$ cat config.mk
export PLATFORM = sky130hd
export DESIGN_NAME = prefetch_cache_control
export DESIGN_NICKNAME = d
export VERILOG_FILES = /design/src/rtl/prefetch_cache_pkg.sv /design/src/rtl/prefetch_cache_control_sat_counter.sv /design/src/rtl/prefetch_cache_control.sv
export SDC_FILE = /design/constraint.sdc
export NUM_CORES = 1
export LEC_CHECK = 0
export BUFFER_PORTS_ARGS = -buffer_cell sky130_fd_sc_hd__buf_2
export CELL_PAD_IN_SITES_DETAIL_PLACEMENT = 1
export CELL_PAD_IN_SITES_GLOBAL_PLACEMENT = 2
export CORE_MARGIN = 2
export CORE_UTILIZATION = 25
export CTS_CLUSTER_SIZE = 28
export DETAILED_ROUTE_END_ITERATION = 16
export PLACE_DENSITY_LB_ADDON = 0.1
export SYNTH_ARGS = -nofsm -noshare
export SYNTH_HDL_FRONTEND = slang
export SYNTH_SLANG_ARGS = --single-unit
export TNS_END_PERCENT = 50
$ cat constraint.sdc
create_clock -name clk -period 2.3 [get_ports clk]
set_clock_uncertainty 0.05 [all_clocks]
set_input_delay 0.46 -clock clk [delete_from_list [all_inputs] [get_ports clk]]
set_output_delay 0.46 -clock clk [all_outputs]
set_load 0.1 [all_outputs]
$ cat src/rtl/prefetch_cache_pkg.sv
// Shared encodings for the prefetch cache control FSM.
package prefetch_cache_pkg;

    typedef enum logic [2:0] {
        IDLE,
        CHECK,
        WRITEBACK,
        FETCH,
        PF_FILL
    } state_t;

    localparam logic [1:0] DIN_PMEM = 2'b00;
    localparam logic [1:0] DIN_CPU  = 2'b01;
    localparam logic [1:0] DIN_PF   = 2'b11;

    localparam logic [1:0] WE_NONE  = 2'b00;
    localparam logic [1:0] WE_ALL   = 2'b01;
    localparam logic [1:0] WE_BYTE  = 2'b10;

    localparam logic PADDR_VICTIM = 1'b0;
    localparam logic PADDR_CPU    = 1'b1;

endpackage

$ cat src/rtl/prefetch_cache_control_sat_counter.sv
// Saturating up-counter used for the performance counters.
module sat_counter #(
    parameter int CNT_W = 32
) (
    input  logic             clk,
    input  logic             rst,
    input  logic             inc,
    output logic [CNT_W-1:0] count
);

    logic [CNT_W-1:0] r_count;

    always_ff @(posedge clk or posedge rst) begin
        if (rst) begin
            r_count <= '0;
        end else if (inc && (r_count != {CNT_W{1'b1}})) begin
            r_count <= r_count + 1'b1;
        end
    end

    assign count = r_count;

endmodule

$ cat src/rtl/prefetch_cache_control.sv
// Control FSM for the 2-way prefetch cache: hit service, writeback,
// pmem fill and prefetch-buffer fill.
module prefetch_cache_control
    import prefetch_cache_pkg::*;
#(
    parameter int CNT_W = 32
) (
    input  logic             clk,
    input  logic             rst,
    input  logic             mem_read,
    input  logic             mem_write,
    output logic             mem_resp,
    output logic             pmem_read,
    output logic             pmem_write,
    input  logic             pmem_resp,
    input  logic             miss,
    input  logic             way,
    input  logic             dirty_out,
    input  logic             pf_hit,
    output logic             pf_trigger,
    output logic             pf_consume,
    output logic [1:0]       data_in_sel,
    output logic             pmem_addr_sel,
    output logic [1:0]       wr_en_data_0_sel,
    output logic [1:0]       wr_en_data_1_sel,
    output logic             dirty_in,
    output logic             valid_in,
    output logic             ld_dirty_0,
    output logic             ld_dirty_1,
    output logic             ld_valid_0,
    output logic             ld_valid_1,
    output logic             ld_tag_0,
    output logic             ld_tag_1,
    output logic             ld_lru,
    output logic [CNT_W-1:0] miss_count,
    output logic [CNT_W-1:0] pf_fill_count
);

    state_t r_state;
    state_t w_next;
    logic   r_retry;
    logic   w_retry_next;
    logic   w_inc_miss;
    logic   w_inc_pf;

    always_ff @(posedge clk or posedge rst) begin
        if (rst) begin
            r_state <= IDLE;
            r_retry <= 1'b0;
        end else begin
            r_state <= w_next;
            r_retry <= w_retry_next;
        end
    end

    always_comb begin
        w_next           = r_state;
        w_retry_next     = r_retry;
        w_inc_miss       = 1'b0;
        w_inc_pf         = 1'b0;
        mem_resp         = 1'b0;
        pmem_read        = 1'b0;
        pmem_write       = 1'b0;
        pf_trigger       = 1'b0;
        pf_consume       = 1'b0;
        data_in_sel      = DIN_PMEM;
        pmem_addr_sel    = PADDR_VICTIM;
        wr_en_data_0_sel = WE_NONE;
        wr_en_data_1_sel = WE_NONE;
        dirty_in         = 1'b0;
        valid_in         = 1'b0;
        ld_dirty_0       = 1'b0;
        ld_dirty_1       = 1'b0;
        ld_valid_0       = 1'b0;
        ld_valid_1       = 1'b0;
        ld_tag_0         = 1'b0;
        ld_tag_1         = 1'b0;
        ld_lru           = 1'b0;

        unique case (r_state)
            IDLE: begin
                if (mem_read || mem_write) begin
                    w_next       = CHECK;
                    w_retry_next = 1'b0;
                end
            end
            CHECK: begin
                if (!miss) begin
                    ld_lru   = 1'b1;
                    mem_resp = 1'b1;
                    w_next   = IDLE;
                    // A simultaneous read and write is serviced as a write.
                    if (mem_write) begin
                        data_in_sel = DIN_CPU;
                        dirty_in    = 1'b1;
                        if (way) begin
                            wr_en_data_1_sel = WE_BYTE;
                            ld_dirty_1       = 1'b1;
                        end else begin
                            wr_en_data_0_sel = WE_BYTE;
                            ld_dirty_0       = 1'b1;
                        end
                    end
                end else begin
                    if (!r_retry) begin
                        pf_trigger = 1'b1;
                        w_inc_miss = 1'b1;
                    end
                    if (dirty_out) begin
                        w_next = WRITEBACK;
                    end else if (pf_hit) begin
                        w_next = PF_FILL;
                    end else begin
                        w_next = FETCH;
                    end
                end
            end
            WRITEBACK: begin
                pmem_write    = 1'b1;
                pmem_addr_sel = PADDR_VICTIM;
                if (pmem_resp) begin
                    dirty_in   = 1'b0;
                    ld_dirty_0 = !way;
                    ld_dirty_1 = way;
                    w_next     = pf_hit ? PF_FILL : FETCH;
                end
            end
            FETCH: begin
                pmem_read     = 1'b1;
                pmem_addr_sel = PADDR_CPU;
                if (pmem_resp) begin
                    data_in_sel      = DIN_PMEM;
                    valid_in         = 1'b1;
                    dirty_in         = 1'b0;
                    wr_en_data_0_sel = way ? WE_NONE : WE_ALL;
                    wr_en_data_1_sel = way ? WE_ALL : WE_NONE;
                    ld_tag_0         = !way;
                    ld_tag_1         = way;
                    ld_valid_0       = !way;
                    ld_valid_1       = way;
                    ld_dirty_0       = !way;
                    ld_dirty_1       = way;
                    w_next           = CHECK;
                    w_retry_next     = 1'b1;
                end
            end
            PF_FILL: begin
                data_in_sel      = DIN_PF;
                valid_in         = 1'b1;
                dirty_in         = 1'b0;
                wr_en_data_0_sel = way ? WE_NONE : WE_ALL;
                wr_en_data_1_sel = way ? WE_ALL : WE_NONE;
                ld_tag_0         = !way;
                ld_tag_1         = way;
                ld_valid_0       = !way;
                ld_valid_1       = way;
                ld_dirty_0       = !way;
                ld_dirty_1       = way;
                pf_consume       = 1'b1;
                w_inc_pf         = 1'b1;
                w_next           = CHECK;
                w_retry_next     = 1'b1;
            end
            default: begin
                w_next = IDLE;
            end
        endcase
    end

    sat_counter #(
        .CNT_W (CNT_W)
    ) u_miss_cnt (
        .clk   (clk),
        .rst   (rst),
        .inc   (w_inc_miss),
        .count (miss_count)
    );

    sat_counter #(
        .CNT_W (CNT_W)
    ) u_pf_cnt (
        .clk   (clk),
        .rst   (rst),
        .inc   (w_inc_pf),
        .count (pf_fill_count)
    );

endmodule

==> run summary <==
maximum clock insertion buffer count: 2
Cell Rows: 42
synthesized area: 3420 um^2
Worst Setup Start Kind: register
P per Cell Area: 967 nW/um^2
Switch Pwr: 2.22 mW
core area: 13300 um^2
hold buffer count at CTS: 0
max-cap violation count: 0
Seq pwr share: 29.0%
Hold WC Path Type: primary input to async pin
cell-internal power: 2.69 mW
Total GRT Usage: 14.9%
via count: 2961
Syn Area/Cell: 10.3 um^2
synth unique cells: 45
RSZ-0062 raised after global routing: yes
syn_nets: 343
final setup vio count: 2
Tmin final: 2.31 ns
initial antenna violation count: 0
Final HPWL DP: 7540 um
worst hold slack: 0.130 ns
DRC viols: 0
CTS clock-pin slew for the worst setup and hold paths: 0.06 ns
synthesized flop and latch total: 68
Post-Syn Instances: 332
final hold vios: 0
Comb pwr share: 44.8%
Cell Chain, Critical Path: buf_6 -> nor4b_4 -> nand2_2 -> nand2_8 -> nor2_4 -> nor2b_4 -> buf_12
share of cells above drive strength 1: 49.0%
design area: 5070 um^2
count of input and output buffers: 93
GRT overflow: 0
Fmax achieved: 433 MHz
Yosys top cell by area: dfrtp_1
Placed Area: 4690 um^2
slew margin rel.: 59.5%
1st-iter DRT viols: 128
post-route clock period utilization: 100%
Critical Path End Type: output pin
sequential share of the synthesized area: 49.7%
Worst-Margin Slew: 0.606 ns
status: finished, violations left
wire per inst: 15.9 um
die height: 121 um
synth top area cells: dfrtp_1 50%, xnor2_1 12%, nand4_1 5.3%
crit-path max cell delay: 0.39 ns
switch share: 45.2%
Final Power: 4.90 mW
drt pass-1 iters: 4
failing checks: negative setup slack
Max VDD drop: 896 uV
htree depth: 3
CP Class: register to output pin
Final Wtd Congestion: 0.762
vias in the first global route: 3070
Final Max Tran Viols: 0
fillers: 1497
clock root cell: clkbuf_16
CP arrival: 1.80 ns
Die Wd: 121 um
die area: 14600 um^2
Routed Wire Length: 10100 um
Final WS setup: -0.00830 ns
num ports: 94
number of diodes: 0
top cell type's share of synthesized area: 49.7%
Layout area overhead: 48.1%
worst slack, placed: 0.148 ns
total CTS buffers: 9
CTS sink cnt: 68
Layout Nets: 467
Synth warnings: 0
worst-case reg-to-reg path depth: 6
CP Max Fanout: 6
setup_tns: -0.0136 ns
Antenna Violating Nets Remaining: 0
LEAKAGE: 2.33 nW
first-pass GRT wire length: 16800 um
Initial Util: 25.7%
clk_lat worst skew: 0.34 ns
clock network power share: 26.2%
Crit-path slowest cell: dfrtp_1
required time worst endpoint: 1.79 ns
largest net degree at the start of global routing: 35
TritonCTS clock tree: done
vias per inst: 4.65
## per-stage QoR
step           instances  utilization (%)
4_1_cts              631             37.8
3_3_place_gp         610             35.3
5_1_grt              637             38.1
6_report             637             38.1
3_5_place_dp         610             35.3
2_1_floorplan        332                -
## registers in the layout, indices dropped and copies added (netlist names)
signal / count
r_retry: 1
u_miss_cnt.count: 32
u_pf_cnt.count: 32
r_state: 3
## area by class of cell
class	count	area [um^2]	area share, %
Sequential cell	68	1760	34.8
Multi-Input combinational cell	241	1800	35.4
Inverter	11	45.0	0.889
Timing Repair Buffer	125	980	19.3
Clock buffer	13	250	4.94
Tap cell	176	220	4.34
Clock inverter	3	15.0	0.296
## synthesized netlist by cell type (all sizes together)
cell type  number
or4             1
or2             2
o211a           1
and4            4
nor3b           2
nor3           10
xnor2          46
a221oi          1
a21oi           1
nor2           23
mux2            2
o31ai           2
a21o            1
a211oi          1
o31a            1
and2            4
or3             2
nand4b          1
inv            11
nor4b           1
nand3          28
ha              2
nor2b           5
nor4            7
o211ai          1
clkbuf          4
o32ai           1
nand4          29
nand2          21
and3           16
o21ai           5
a31oi           3
or4b            1
nand2b          1
buf             8
a41oi           1
xor2           14
dfrtp          68
## worst paths after layout
| kind | start | end | slack [ns] |
|---|---|---|---|
| worst max-delay path | r_state[2] | ld_dirty_1 | -0.008 |
| worst min-delay path | rst | u_miss_cnt.count[9] | 0.13 |
| worst max register to register | r_state[1] | u_miss_cnt.count[15] | 0.15 |
| worst min register to register | u_pf_cnt.count[23] | u_pf_cnt.count[23] | 0.43 |
| max in group asynchronous | rst | u_pf_cnt.count[16] | 1.43 |
| min in group clk | pmem_resp | r_state[1] | 0.31 |
## what timing repair did
item,CTS,global route
setup endpoints to repair,9,18
resized for setup,4,6
pin swaps,6,0
buffers inserted,5,7
gates cloned,0,0
## cell usage in the layout (no fill, tap or decap), types with 4 or more instances in the layout
| cell | instances |
|---|---|
| xor2_1 | 14 |
| buf_4 | 28 |
| nor3_1 | 10 |
| nand3_1 | 20 |
| buf_2 | 73 |
| o21ai_0 | 5 |
| nor2_1 | 15 |
| nand2_1 | 18 |
| clkbuf_16 | 9 |
| and4_1 | 4 |
| and3_1 | 15 |
| nor4_1 | 4 |
| buf_12 | 17 |
| dfrtp_2 | 48 |
| inv_1 | 9 |
| clkbuf_4 | 4 |
| nand3_2 | 8 |
| nand4_1 | 29 |
| xnor2_1 | 46 |
| nor2_4 | 6 |
| dfrtp_1 | 20 |
## routing by layer
layer	global-route usage (%)	share of wire, %	wire length, um	up-vias
met4	5.16	1.3	136	0
met1	18.8	44	4490	1467
li1	-	-	-	1422
met3	5.22	4.7	476	11
met5	0	0	0	-
met2	23.8	50	5010	61
## power by group through the flow
stage               registers [mW]  clock network (mW)  logic, mW
floorplan                     1.90                   0       1.13
global placement              1.43                   0       2.10
detailed placement            1.44                   0       2.11
CTS                           1.43                1.33       2.18
global route                  1.45                1.39       2.29
finish                        1.42                1.28       2.19
## cells by family (layout without fill, tap and decap cells)
group,count (synthesis),after routing,synth area share (%)
DFF,68,68,49.7
buffers and inverters,23,152,3.47
xor gates and xnor gates,60,60,15.4
adders and majority gates,2,2,0.731
and+or+nand+nor,158,158,26.1
muxes,2,2,0.658
AOI/OAI and AO/OA,19,19,3.99
## worst max-delay path: cells and delay by family, from the launching register on
family        cells  cell delay [ns]
simple gates      5             0.74
flops             1             0.39
buf+inv           2             0.32
Note: power is estimated with default switching activity, not from simulation.
